### src/rtl/p405s_srm_pkg.sv
// Shared SRM definitions: field widths, CR0 bit positions, reference mask function.
// Latency: n/a (package only).
// Backpressure: n/a (package only).
package p405s_srm_pkg;

    localparam int DW  = 32;
    localparam int SHW = 5;

    // CR0 bit positions, big-endian numbering (0 = MSB of the 4-bit field)
    localparam int CR0_LT = 0;
    localparam int CR0_GT = 1;
    localparam int CR0_EQ = 2;
    localparam int CR0_SO = 3;

    // Reference mask, bit-by-bit in big-endian order. Intended for scoreboards only.
    function automatic logic [DW-1:0] ref_mask(input logic [SHW-1:0] mb,
                                               input logic [SHW-1:0] me,
                                               input logic           force_zero);
        logic [DW-1:0] m;
        int            b;
        int            e;
        m = '0;
        b = int'(mb);
        e = int'(me);
        for (int p = 0; p < DW; p++) begin
            if (b <= e)
                m[DW-1-p] = (p >= b) && (p <= e);
            else
                m[DW-1-p] = (p >= b) || (p <= e);
        end
        if (force_zero)
            m = '0;
        return m;
    endfunction

endpackage

### src/rtl/p405s_srmMskLkAhd.sv
// SRM mask look-ahead: classifies mb/me ahead of the mask build (wrap / full range).
// Latency: combinational, 0 cycles.
// Backpressure: none; pure function of its inputs.
module p405s_srmMskLkAhd
    import p405s_srm_pkg::*;
#(
    parameter int LSHW = SHW
) (
    input  logic [LSHW-1:0] mbField,
    input  logic [LSHW-1:0] meField,
    output logic [1:0]      propLookAhd
);

    // [1] = wrap-around mask (me < mb), [0] = full-range mask (mb=0, me=max)
    always_comb begin
        propLookAhd    = 2'b00;
        propLookAhd[1] = (meField < mbField);
        propLookAhd[0] = (mbField == '0) && (meField == '1);
    end

endmodule

### src/rtl/p405s_srm_exec_pipe.sv
// Two-stage rotate/mask/merge execute pipe for rlwinm, rlwnm, rlwimi, slw, srw with CR0 generation.
// Latency: 2 cycles accept-to-outVld, 1 op/cycle throughput.
// Backpressure: valid/ready; stalled stages hold, inRdy = ~s1Vld | s2Load (never depends on inVld).
module p405s_srm_exec_pipe
    import p405s_srm_pkg::*;
#(
    parameter int PDW  = DW,
    parameter int PSHW = SHW
) (
    input  logic            CB,
    input  logic            syncReset,
    input  logic            flush,
    input  logic            inVld,
    output logic            inRdy,
    input  logic [PDW-1:0]  rsData,
    input  logic [PDW-1:0]  raData,
    input  logic [PSHW-1:0] shAmt,
    input  logic [PSHW-1:0] mbField,
    input  logic [PSHW-1:0] meField,
    input  logic            forceZeroDcd,
    input  logic            insertOp,
    input  logic            recordOp,
    input  logic            soIn,
    output logic            outVld,
    input  logic            outRdy,
    output logic [PDW-1:0]  result,
    output logic [3:0]      cr0,
    output logic            cr0Vld
);

    // Valid bits and output registers
    logic            s1Vld_q;
    logic            s2Vld_q;
    logic            cr0Vld_q;
    logic [PDW-1:0]  result_q;
    logic [3:0]      cr0_q;

    // Stage-1 datapath registers (no reset needed)
    logic [PDW-1:0]  rot_q;
    logic [PDW-1:0]  ra_q;
    logic [PSHW-1:0] mb_q;
    logic [PSHW-1:0] me_q;
    logic            fz_q;
    logic            ins_q;
    logic            rec_q;
    logic            so_q;
    logic [1:0]      lkAhd_q;

    // Combinational
    logic            s2Load;
    logic            accept;
    logic [2*PDW-1:0] rotWide;
    logic [PDW-1:0]  rot_d;
    logic [1:0]      lkAhd_d;
    logic [PDW-1:0]  mskBegin;
    logic [PDW-1:0]  mskEnd;
    logic [PDW-1:0]  mask_d;
    logic [PDW-1:0]  result_d;
    logic [3:0]      cr0_d;

    // Handshake: flush blocks both the output advance and new accepts in its cycle
    always_comb begin
        s2Load = ~flush & (~s2Vld_q | outRdy);
        inRdy  = ~syncReset & ~flush & (~s1Vld_q | s2Load);
        accept = inVld & inRdy;
    end

    // Stage 1 rotator: left-rotate by shAmt via a doubled-word shift
    always_comb begin
        rotWide = {rsData, rsData} << shAmt;
        rot_d   = rotWide[2*PDW-1:PDW];
    end

    p405s_srmMskLkAhd #(
        .LSHW        (PSHW)
    ) u_lkahd (
        .mbField     (mbField),
        .meField     (meField),
        .propLookAhd (lkAhd_d)
    );

    // Stage 1 operand capture on accept
    always_ff @(posedge CB) begin
        if (accept) begin
            rot_q   <= rot_d;
            ra_q    <= raData;
            mb_q    <= mbField;
            me_q    <= meField;
            fz_q    <= forceZeroDcd;
            ins_q   <= insertOp;
            rec_q   <= recordOp;
            so_q    <= soIn;
            lkAhd_q <= lkAhd_d;
        end
    end

    // Stage 2 mask build and merge; wrap/full choice comes from the registered look-ahead
    always_comb begin
        mskBegin = {PDW{1'b1}} >> mb_q;                         // ones in bits mb..31
        mskEnd   = {PDW{1'b1}} << (PSHW'(PDW - 1) - me_q);      // ones in bits 0..me
        if (fz_q)
            mask_d = '0;
        else if (lkAhd_q[0])
            mask_d = '1;
        else if (lkAhd_q[1])
            mask_d = mskBegin | mskEnd;
        else
            mask_d = mskBegin & mskEnd;
        result_d = ins_q ? ((rot_q & mask_d) | (ra_q & ~mask_d)) : (rot_q & mask_d);
    end

    // CR0 from the merged result as a signed word
    always_comb begin
        cr0_d             = 4'b0000;
        cr0_d[3 - CR0_LT] = result_d[PDW-1];
        cr0_d[3 - CR0_GT] = ~result_d[PDW-1] & (result_d != '0);
        cr0_d[3 - CR0_EQ] = (result_d == '0);
        cr0_d[3 - CR0_SO] = so_q;
    end

    // Pipeline valid bits; reset and flush both discard everything in flight
    always_ff @(posedge CB) begin
        if (syncReset || flush) begin
            s1Vld_q  <= 1'b0;
            s2Vld_q  <= 1'b0;
            cr0Vld_q <= 1'b0;
        end else begin
            if (inRdy)
                s1Vld_q <= inVld;
            if (s2Load) begin
                s2Vld_q  <= s1Vld_q;
                cr0Vld_q <= s1Vld_q & rec_q;
            end
        end
    end

    // Output registers; only overwritten when a real op moves into stage 2
    always_ff @(posedge CB) begin
        if (syncReset) begin
            result_q <= '0;
            cr0_q    <= '0;
        end else if (s2Load && s1Vld_q) begin
            result_q <= result_d;
            cr0_q    <= cr0_d;
        end
    end

    assign outVld = s2Vld_q;
    assign cr0Vld = cr0Vld_q;
    assign result = result_q;
    assign cr0    = cr0_q;

endmodule

### config.mk
export PLATFORM = sky130hd
export DESIGN_NAME = p405s_srm_exec_pipe
export DESIGN_NICKNAME = d
export VERILOG_FILES = /design/src/rtl/p405s_srm_pkg.sv /design/src/rtl/p405s_srmMskLkAhd.sv /design/src/rtl/p405s_srm_exec_pipe.sv
export SDC_FILE = /design/constraint.sdc
export NUM_CORES = 1
export LEC_CHECK = 0
export CAP_MARGIN = 25
export CELL_PAD_IN_SITES_DETAIL_PLACEMENT = 2
export CELL_PAD_IN_SITES_GLOBAL_PLACEMENT = 2
export CORE_ASPECT_RATIO = 0.6
export CORE_MARGIN = 3
export CORE_UTILIZATION = 31
export DETAILED_ROUTE_END_ITERATION = 6
export PLACE_DENSITY = 0.88
export SLEW_MARGIN = 20
export SYNTH_ARGS = -nofsm -noshare
export SYNTH_HDL_FRONTEND = slang
export SYNTH_HIERARCHICAL = 1
export SYNTH_SLANG_ARGS = --single-unit
### constraint.sdc
create_clock -name CB -period 3 [get_ports CB]
set_input_delay 0.45 -clock CB [delete_from_list [all_inputs] [get_ports CB]]
set_output_delay 0.45 -clock CB [all_outputs]
set_load 0.05 [all_outputs]
======== Word level (Yosys, flattened, before mapping) ========
Cells that the tools add are included.
word-level totals
  bits in registers ....................... 119
  input port bits ......................... 88
  logic and storage cells ................. 49
operators by class
  add/sub/neg operators ................... 1
  $lt $le $gt $ge ......................... 1
  equality and inequality tests ........... 1
  shift-type cells ........................ 3
  multiplexer cells ....................... 4
  bitwise logic cells ..................... 19
  reduce and logical (&&, ||, !) cells .... 6
operators with widths
  operator               count
  $mux 32                4
  $and 32x32->32         3
  $or 32x32->32          2
  $shl 64x5->64          1
  $logic_not 32->1       1
  $not 32->32            1
  $reduce_bool 32->1     1
  $shl 32x5->32 const A  1
  $shr 32x5->32 const A  1
  $and 1x1->1            6
  $eq 5x5->1 const B     1
  $logic_not 5->1        1
  $lt 5x5->1             1
  $not 1->1              5
  $sub 5x5->5 const A    1
  $logic_and 1x1->1      2
  $or 1x1->1             2
  $logic_or 1x1->1       1

======== Longest topological paths before layout ========
Gate-level depths: netlist of the first run.
  depth after elaboration ................. 12
  gate-level depth with buffers ........... 10

======== By module ========
Netlist of the first run, hierarchy kept.
modules (own cells, without submodules)
  module               instances  cells each  area an instance (sq um)  seq. area each (sq um)
  p405s_srm_exec_pipe  1          722         7423.4                    3163.0
  p405s_srmMskLkAhd    1          19          132.6                     0.0

======== Worst setup path before layout of the first run ========
Ideal clock, no wire load.
  path type ............................... reg-to-reg
  from .................................... register s2Vld_q, in the netlist outVld
  to ...................................... register fz_q, enable pin
  setup time .............................. 0.446 ns
  arrival time ............................ 4.096 ns
  required time ........................... 2.554 ns
  path slack .............................. -1.542 ns
  cell stages (with the launch flop) ...... 5
  path buffers ............................ 1
  clock period less this slack ............ 4.542 ns
  cell sequence ........................... dfxtp_1 -> nor2b_1 -> clkbuf_1 -> a211oi_1 -> and2_1
between the ends
  longest elaborated chain between the ends .. 6
RTL lines
  element                   RTL line                    RTL
  start: declaration        p405s_srm_exec_pipe.sv:33   logic s2Vld_q;
  start signal: assignment  p405s_srm_exec_pipe.sv:131  s2Vld_q <= s1Vld_q;
  $not 1->1                 p405s_srm_exec_pipe.sv:63   s2Load = ~flush & (~s2Vld_q | outRdy);
  $or 1x1->1                p405s_srm_exec_pipe.sv:63
  $and 1x1->1               p405s_srm_exec_pipe.sv:63
  $or 1x1->1                p405s_srm_exec_pipe.sv:64   inRdy = ~syncReset & ~flush & (~s1Vld_q | s2Load);
  $and 1x1->1               p405s_srm_exec_pipe.sv:64
  named net inRdy           p405s_srm_exec_pipe.sv:14   output logic inRdy,
  $and 1x1->1               p405s_srm_exec_pipe.sv:65   accept = inVld & inRdy;
  named net accept          p405s_srm_exec_pipe.sv:51   logic accept;
  end signal: assignment    p405s_srm_exec_pipe.sv:89   fz_q <= forceZeroDcd;
  end: declaration          p405s_srm_exec_pipe.sv:43   logic fz_q;
The timed path passes the listed nets, and every way through them passes these cells.
A chain may end at the register's enable or synchronous reset.

======== Worst setup path in the final report of the first run ========
  from .................................... register mb_q[1]
  to ...................................... register cr0_q[1], in the netlist cr0[1]
between the ends
  longest elaborated chain between the ends .. 10
  elaborated cells between the ends (all ways) .. 12
  classes of those cells .................. 1 x shift; 4 x mux; 6 x bitwise; 1 x reduce/logical
RTL lines
  element                                                 RTL line                                                RTL
  start: declaration                                      p405s_srm_exec_pipe.sv:41                               logic [PSHW-1:0] mb_q;
  start signal: assignment                                p405s_srm_exec_pipe.sv:87                               mb_q <= mbField;
  $shr 32x5->32 (*)                                       p405s_srm_exec_pipe.sv:99                               mskBegin = {PDW{1'b1}} >> mb_q;
  $and 32x32->32 / $or 32x32->32 (equally long branches)  p405s_srm_exec_pipe.sv:108, p405s_srm_exec_pipe.sv:106
  $mux 32 (*)                                             p405s_srm_exec_pipe.sv:105                              else if (lkAhd_q[1])
  $mux 32 (*)                                             p405s_srm_exec_pipe.sv:103                              else if (lkAhd_q[0])
  $mux 32 (*)                                             p405s_srm_exec_pipe.sv:101                              if (fz_q)
  $not 32->32                                             p405s_srm_exec_pipe.sv:109                              result_d = ins_q ? ((rot_q & mask_d) | (ra_q & ~mask_d)) : (rot_q & mask_d);
  $and 32x32->32                                          p405s_srm_exec_pipe.sv:109
  $or 32x32->32                                           p405s_srm_exec_pipe.sv:109
  $mux 32 (*)                                             p405s_srm_exec_pipe.sv:109
  $logic_not 32->1 (*)                                    p405s_srm_exec_pipe.sv:117                              cr0_d[3 - CR0_EQ] = (result_d == '0);
  end signal: assignment                                  p405s_srm_exec_pipe.sv:144                              cr0_q <= cr0_d;
  end: declaration                                        p405s_srm_exec_pipe.sv:36                               logic [3:0] cr0_q;
Mark *: on every way between the ends. The rest lies on a longest branch, timed or not.

==> impl_metrics.toml, run 1 <==
[worst_setup_path]
timing.rr.start = "mb_q[1]$_DFFE_PP_"
worst_setup_path_end_kind = "flop"
worstSetupStartpoint = "mb_q[1]$_DFFE_PP_"
crit_fanout = 7
cp.required_ps = 3380
r2r_setup_slack_ps = 140
critPathKind = "reg2reg"
startpoint_type = "flop"
r2r_end = "cr0[1]$_SDFFE_PP0P_"
rr_worst_depth = 9
cp.arrival_ps = 3240

[logic_synthesis]
ys_async_sr_fraction_pct = 0
syn_nets = 833
ys_types = 71
synth_ff_type = "edfxtp_1"
ys_ff_latch = 118
yosysSeqAreaShare_pct = 41.9
yosys_warnings = 6
synth_top_area_share_pct = 31.8
syn_area_mm2 = 0.00756
synth.largest_area_cell = "edfxtp_1"
avgSynthCellArea_um2 = 10.2
synthTopCellsByArea = "edfxtp_1, dfxtp_1, mux4_2"
synth_edf_count = 80
synth_cells = 741

[clocking]
clk_latency_ps = 440
cts_tree = "yes"
root_buffer = "clkbuf_16"
cts_buffers = 17
cts_buffer_depth = 2
cts_max_level = 4
cts.sinks = 118
clk_pin_slew_ps = 60
holdBufCountCts = 0

[floorplan]
start_util_pct = 32.1
die_h_um = 127
chipWidth_um = 208
num_rows = 43
num_io_pins = 127
die-area_mm2 = 0.0263
fp.coreArea_mm2 = 0.0235

[timing]
fin_crit_sh_pct = 95.4
worst_pin_slew_ps = 989
rsz0062_at_grt = "false"
skew_ps = 15.8
drv_slew = 0
slew_headroom_pct = 34.1
final_hold_viol_count = 0
finalSetupTns_ps = 0
setup_slack_ps = 138
max_freq_mhz = 349
finalSetupViolCount = 0
layout_min_cycle_time_ps = 2860

[global_routing]
grt_util_met1_pct = 36.7
grt_max_degree = 61
grt_pass1_wl_um = 49700
use_met3_pct = 6.13
use_met2_pct = 36.8
grt_pass1_vias = 7582
grt-ovfl-total = 0
top_usage_layer = "met2"
grt_usage_pct = 24.9
grt_antenna_before_repair = 1

[min_path]
hold_class = "reg2reg"
whs_endpoint = "cr0[0]$_SDFFE_PP0P_"
hold_path_depth = 2
min_from = "cr0[0]$_SDFFE_PP0P_"

[power_and_ir_drop]
vdd_drop_max_uv = 421
report.power.total_uw = 5040
pwr_density_cell_mw_per_mm2 = 495
p_leak_uw = 0.00368

[final_layout]
antenna_cells = 0
drive_gt1_share_pct = 20.4
multi_input_area_mm2 = 0.00406
num-nets-final = 987
synthToLayoutAreaGrowth_pct = 34.8
seq_area_mm2 = 0.00316
num-fill-cells = 2454

[routing]
initialDrtViolationCount = 792
viasPerCell = 5.93
vias = 7256
wl_per_cell_um = 27.3
first_pass_iters = 7
postRouteAntennaNets = 0
remaining_drc_errors = 0
wirelength_um = 33400

[placement]
io_buffer_count = 126
detailedPlace.worstSlack_ps = 45.1
place_hpwl_um = 25100
gp_congestion = 0.947

[run]
cap_viol_max_count = 0

[outcome]
status = "complete, no violations"
## area by class of cell
| cell class | count | share of cell area, % |
|---|---|---|
| inverters | 12 | 0.442 |
| repair buffers | 208 | 19.0 |
| well taps | 315 | 3.87 |
| clock buffers | 18 | 4.42 |
| clock inverters | 14 | 1.27 |
| multi-input cells | 538 | 39.9 |
| flip-flops and latches | 118 | 31.1 |
## through the flow
step	cells	area, um^2	util (%)	hold WS, ps
2_1_floorplan	741	7560	-	471
3_3_place_gp	1189	9580	40.7	449
3_5_place_dp	1189	9580	40.7	467
4_1_cts	1221	10200	43.2	476
5_1_grt	1223	10200	43.3	507
6_report	1223	10200	43.3	469
## state kept, by name, summed over array words and instances (netlist names)
name	flops
ra_q	32
outVld	1
rec_q	1
cr0Vld	1
fz_q	1
me_q	5
ins_q	1
so_q	1
s1Vld_q	1
result	32
rot_q	32
cr0	3
lkAhd_q	2
mb_q	5
## how the worst max path moves through the flow
| stage | to | depth (start not counted) |
|---|---|---|
| after global placement | cr0[2]$_SDFFE_PP0P_ | 9 |
| final | cr0[1]$_SDFFE_PP0P_ | 9 |
| after CTS | cr0[2]$_SDFFE_PP0P_ | 9 |
| after floorplan | fz_q$_DFFE_PP_ | 4 |
| after detailed placement | rot_q[27]$_DFFE_PP_ | 6 |
| after global routing | cr0[1]$_SDFFE_PP0P_ | 10 |
## placed cells by master (no fill, tap or decap), drive strengths merged, types with 5 or more instances in the layout
cell type / Yosys / routed
nor3: 20 / 20
inv: 11 / 21
a221oi: 8 / 8
or2: 5 / 5
and2: 17 / 17
o211ai: 8 / 8
clkdlybuf4s50: 0 / 123
mux4: 32 / 32
clkbuf: 42 / 18
buf: 31 / 85
mux2i: 64 / 64
nor2: 59 / 59
a21oi: 36 / 36
nor2b: 7 / 7
a31oi: 13 / 13
nand3: 10 / 10
a211oi: 32 / 32
nand2: 68 / 68
mux2: 16 / 16
o21a: 5 / 5
edfxtp: 80 / 80
dfxtp: 38 / 38
nand4: 7 / 7
o21ai: 51 / 51
## where the power goes
part	switching [uW]	internal, uW
sequential	54.1	1830
combinational	635	469
clock	903	1140
## cell families after synthesis
| family | synth area share, % |
|---|---|
| and+or+nand+nor | 14.4 |
| AOI/OAI and AO/OA | 17.5 |
| DFF | 41.9 |
| muxes | 20.4 |
| buffers and inverters | 4.70 |
| adders and majority gates | 1.19 |
## per-layer routing
metal  share of wire (%)  vias to the layer above
met1                  46                     3661
met2                  43                      390
met4                 1.7                        0
li1                    -                     3163
met5                   0                        -
met3                 9.6                       42
## what timing repair did
action / 4_1_cts / 5_1_grt
setup buffers: 0 / 2
setup endpoints to repair: 0 / 2
gates resized for setup: 0 / 3
hold endpoints to repair: 0 / 0
## critical path, cell delays in order (launching register included)
cell and delay, ps:
edfxtp_1 520, o21a_1 240, or4_1 470, a21oi_1 190, mux2i_1 430, buf_4 200
and4_1 200, nand4_1 120, nor4_2 250, a31o_1 200
## cell usage after synthesis (all sizes together), types with 3 or more instances
cell type	instances
edfxtp	80
nand2	68
mux2i	64
nor2	59
o21ai	51
clkbuf	42
dfxtp	38
a21oi	36
a211oi	32
mux4	32
buf	31
nor3	20
and2	17
mux2	16
a31oi	13
inv	11
nand3	10
a221oi	8
o211ai	8
nand4	7
nor2b	7
o21a	5
or2	5
a2111oi	4
a22oi	4
a32oi	4
and3	4
and4	4
ha	4
maj3	4
or3	4
or4	4
a21o	3
a31o	3
nor3b	3
No activity file was read; power rests on OpenSTA's default activity.
==> run 2, diff against run 1 <==
--- a/config.mk
+++ b/config.mk
@@ -12,7 +12,7 @@
 export CORE_MARGIN = 3
 export CORE_UTILIZATION = 31
 export DETAILED_ROUTE_END_ITERATION = 6
-export PLACE_DENSITY = 0.88
+export PLACE_DENSITY = 0.74
 export SLEW_MARGIN = 20
 export SYNTH_ARGS = -nofsm -noshare
 export SYNTH_HDL_FRONTEND = slang
==> run 2 against run 1 <==
Sequential power hardly changed. Clock-buffer cell count grew 2. Routed wire length shrank 6.3%. Worst setup slack got worse by 40 ps. Critical path depth stayed put.
==> impl_metrics.toml, run 2 (same netlist as run 1, synthesis figures left out) <==
[worst_setup_path]
r2r_end = "cr0[1]$_SDFFE_PP0P_"
crit_fanout = 6
critPathKind = "reg2reg"
startpoint_type = "flop"
rr_worst_depth = 9
worstSetupStartpoint = "mb_q[3]$_DFFE_PP_"
cp.arrival_ps = 3290
worst_setup_path_end_kind = "flop"
r2r_setup_slack_ps = 100
timing.rr.start = "mb_q[3]$_DFFE_PP_"
cp.required_ps = 3380

[routing]
wirelength_um = 31300
vias = 7050
routed-wl-met3_um = 2170
wl_met2_um = 14200
postRouteAntennaNets = 0
viasPerCell = 5.71
remaining_drc_errors = 0
maxUsedRoutingLayer = "met4"
initialDrtViolationCount = 543
first_pass_iters = 5
wl_met1_um = 14300
wl_per_cell_um = 25.3

[floorplan]
start_util_pct = 32.1
fp.coreArea_mm2 = 0.0235
chipWidth_um = 208
die-area_mm2 = 0.0263
die_h_um = 127
num_io_pins = 127
num_rows = 43

[timing]
fin_crit_sh_pct = 96.7
setup_slack_ps = 97.6
worst_pin_slew_ps = 975
layout_min_cycle_time_ps = 2900
finalSetupViolCount = 0
final_hold_viol_count = 0
slew_headroom_pct = 34.9
max_freq_mhz = 345
rsz0062_at_grt = "false"
skew_ps = 13.7
drv_slew = 0

[final_layout]
final_area_mm2 = 0.0103
drive_gt1_share_pct = 21.6
antenna_cells = 0
final_common_cell = "clkdlybuf4s50_1"
synthToLayoutAreaGrowth_pct = 36.4
layout_common_cells = "clkdlybuf4s50_1, buf_4, edfxtp_1"
num-nets-final = 999

[global_routing]
grt_max_degree = 61
grt-ovfl-total = 0
grt_antenna_before_repair = 0
grt_pass1_wl_um = 47900
grt_usage_pct = 24.0
grt_pass1_vias = 7773

[placement]
place_hpwl_um = 24200
postPlaceCellArea_mm2 = 0.00970
gp_congestion = 0.912
io_buffer_count = 126
detailedPlace.worstSlack_ps = -254

[power_and_ir_drop]
vdd_drop_max_uv = 392
p_leak_uw = 0.00374
p_clk_share_pct = 39.8
combPwrFrac_pct = 22.0
pwr_density_cell_mw_per_mm2 = 480
internal_power_uw = 3480
p_seq_share_pct = 38.2
net-switching-power_uw = 1460
sw_frac_of_total_pct = 29.6

[clocking]
cts_max_level = 4
cts_tree = "yes"
holdBufCountCts = 0
clk_pin_slew_ps = 60
clk_latency_ps = 440
cts.sinks = 118
root_buffer = "clkbuf_16"
cts_buffer_depth = 2
cts_buffers = 17

[min_path]
hold_class = "reg2reg"
hold_path_depth = 2
min_from = "cr0[0]$_SDFFE_PP0P_"
whs_endpoint = "cr0[0]$_SDFFE_PP0P_"

[outcome]
status = "complete, no violations"

[run]
cap_viol_max_count = 0
==> run 2: cell count changes in the layout (fill, tap and decap cells not counted), moves of 2 or more <==
cell	delta
buf_12	+2
buf_4	+10
clkinv_2	+2
inv_4	+2
inv_6	-4
inv_8	-3
mux2i_1	-3
mux2i_2	+3
==> run 2: area by class of cell <==
class	instances	area (um^2)
Multi-Input combinational cell	538	4080
Clock buffer	20	479
Timing Repair Buffer	220	2050
Sequential cell	118	3160
Inverter	12	45.0
Fill cell	2432	13200
Tap cell	315	394
Clock inverter	12	91.3
==> run 2: metrics by stage <==
stage / cells / utilization, % / power, uW / TNS [ps] / hold slack [ps]
after floorplan: 741 / - / 2470 / 0 / 471
after global placement: 1202 / 41.3 / 2940 / -330 / 448
after detailed placement: 1202 / 41.3 / 2990 / -420 / 481
after CTS: 1234 / 43.7 / 4980 / 0 / 490
after global routing: 1235 / 43.8 / 5160 / 0 / 512
final: 1235 / 43.8 / 4940 / 0 / 486
==> run 2: how the worst max path moves through the flow <==
stage                                to  depth (start not counted)  slack [ps]
floorplan                fz_q$_DFFE_PP_                          4         210
global placement    cr0[2]$_SDFFE_PP0P_                          9        -220
detailed placement  cr0[2]$_SDFFE_PP0P_                          9        -250
CTS                 cr0[2]$_SDFFE_PP0P_                          9          40
global route        cr0[2]$_SDFFE_PP0P_                         11          20
finish              cr0[1]$_SDFFE_PP0P_                          9         100
==> run 2: routing by layer <==
| metal | vias to the layer above | global-route usage, % |
|---|---|---|
| met5 | - | 0 |
| met4 | 0 | 6.34 |
| met2 | 227 | 37.3 |
| li1 | 3179 | - |
| met1 | 3610 | 32.5 |
| met3 | 34 | 7.41 |
==> run 2: critical path, stage by stage, from the launching register on <==
cell	delay, ps
edfxtp_1	540
buf_4	240
buf_4	150
or4_1	530
nand3_1	180
a21oi_1	80
a31oi_1	380
nand4_1	200
nor4_2	360
a31o_1	190
==> run 2: repair_timing <==
action,CTS,global route
endpoints found under the setup margin,3,2
endpoints found under the hold margin,0,0
setup buffers,0,1
resized for setup,3,3
==> run 2: power groups by stage <==
stage / combinational, uW / clock (uW) / sequential [uW]
after floorplan: 527 / 0 / 1940
after global placement: 1020 / 0 / 1920
after detailed placement: 1060 / 0 / 1920
after CTS: 1080 / 2020 / 1890
after global routing: 1170 / 2090 / 1900
final: 1090 / 1970 / 1890
==> run 3, diff against run 2 <==
--- a/config.mk
+++ b/config.mk
@@ -5,6 +5,7 @@
 export SDC_FILE = /design/constraint.sdc
 export NUM_CORES = 1
 export LEC_CHECK = 0
+export ABC_AREA = 0
 export CAP_MARGIN = 25
 export CELL_PAD_IN_SITES_DETAIL_PLACEMENT = 2
 export CELL_PAD_IN_SITES_GLOBAL_PLACEMENT = 2
==> results of run 3 <==
No change in the layout: final DEF, timing and power equal those of run 2.
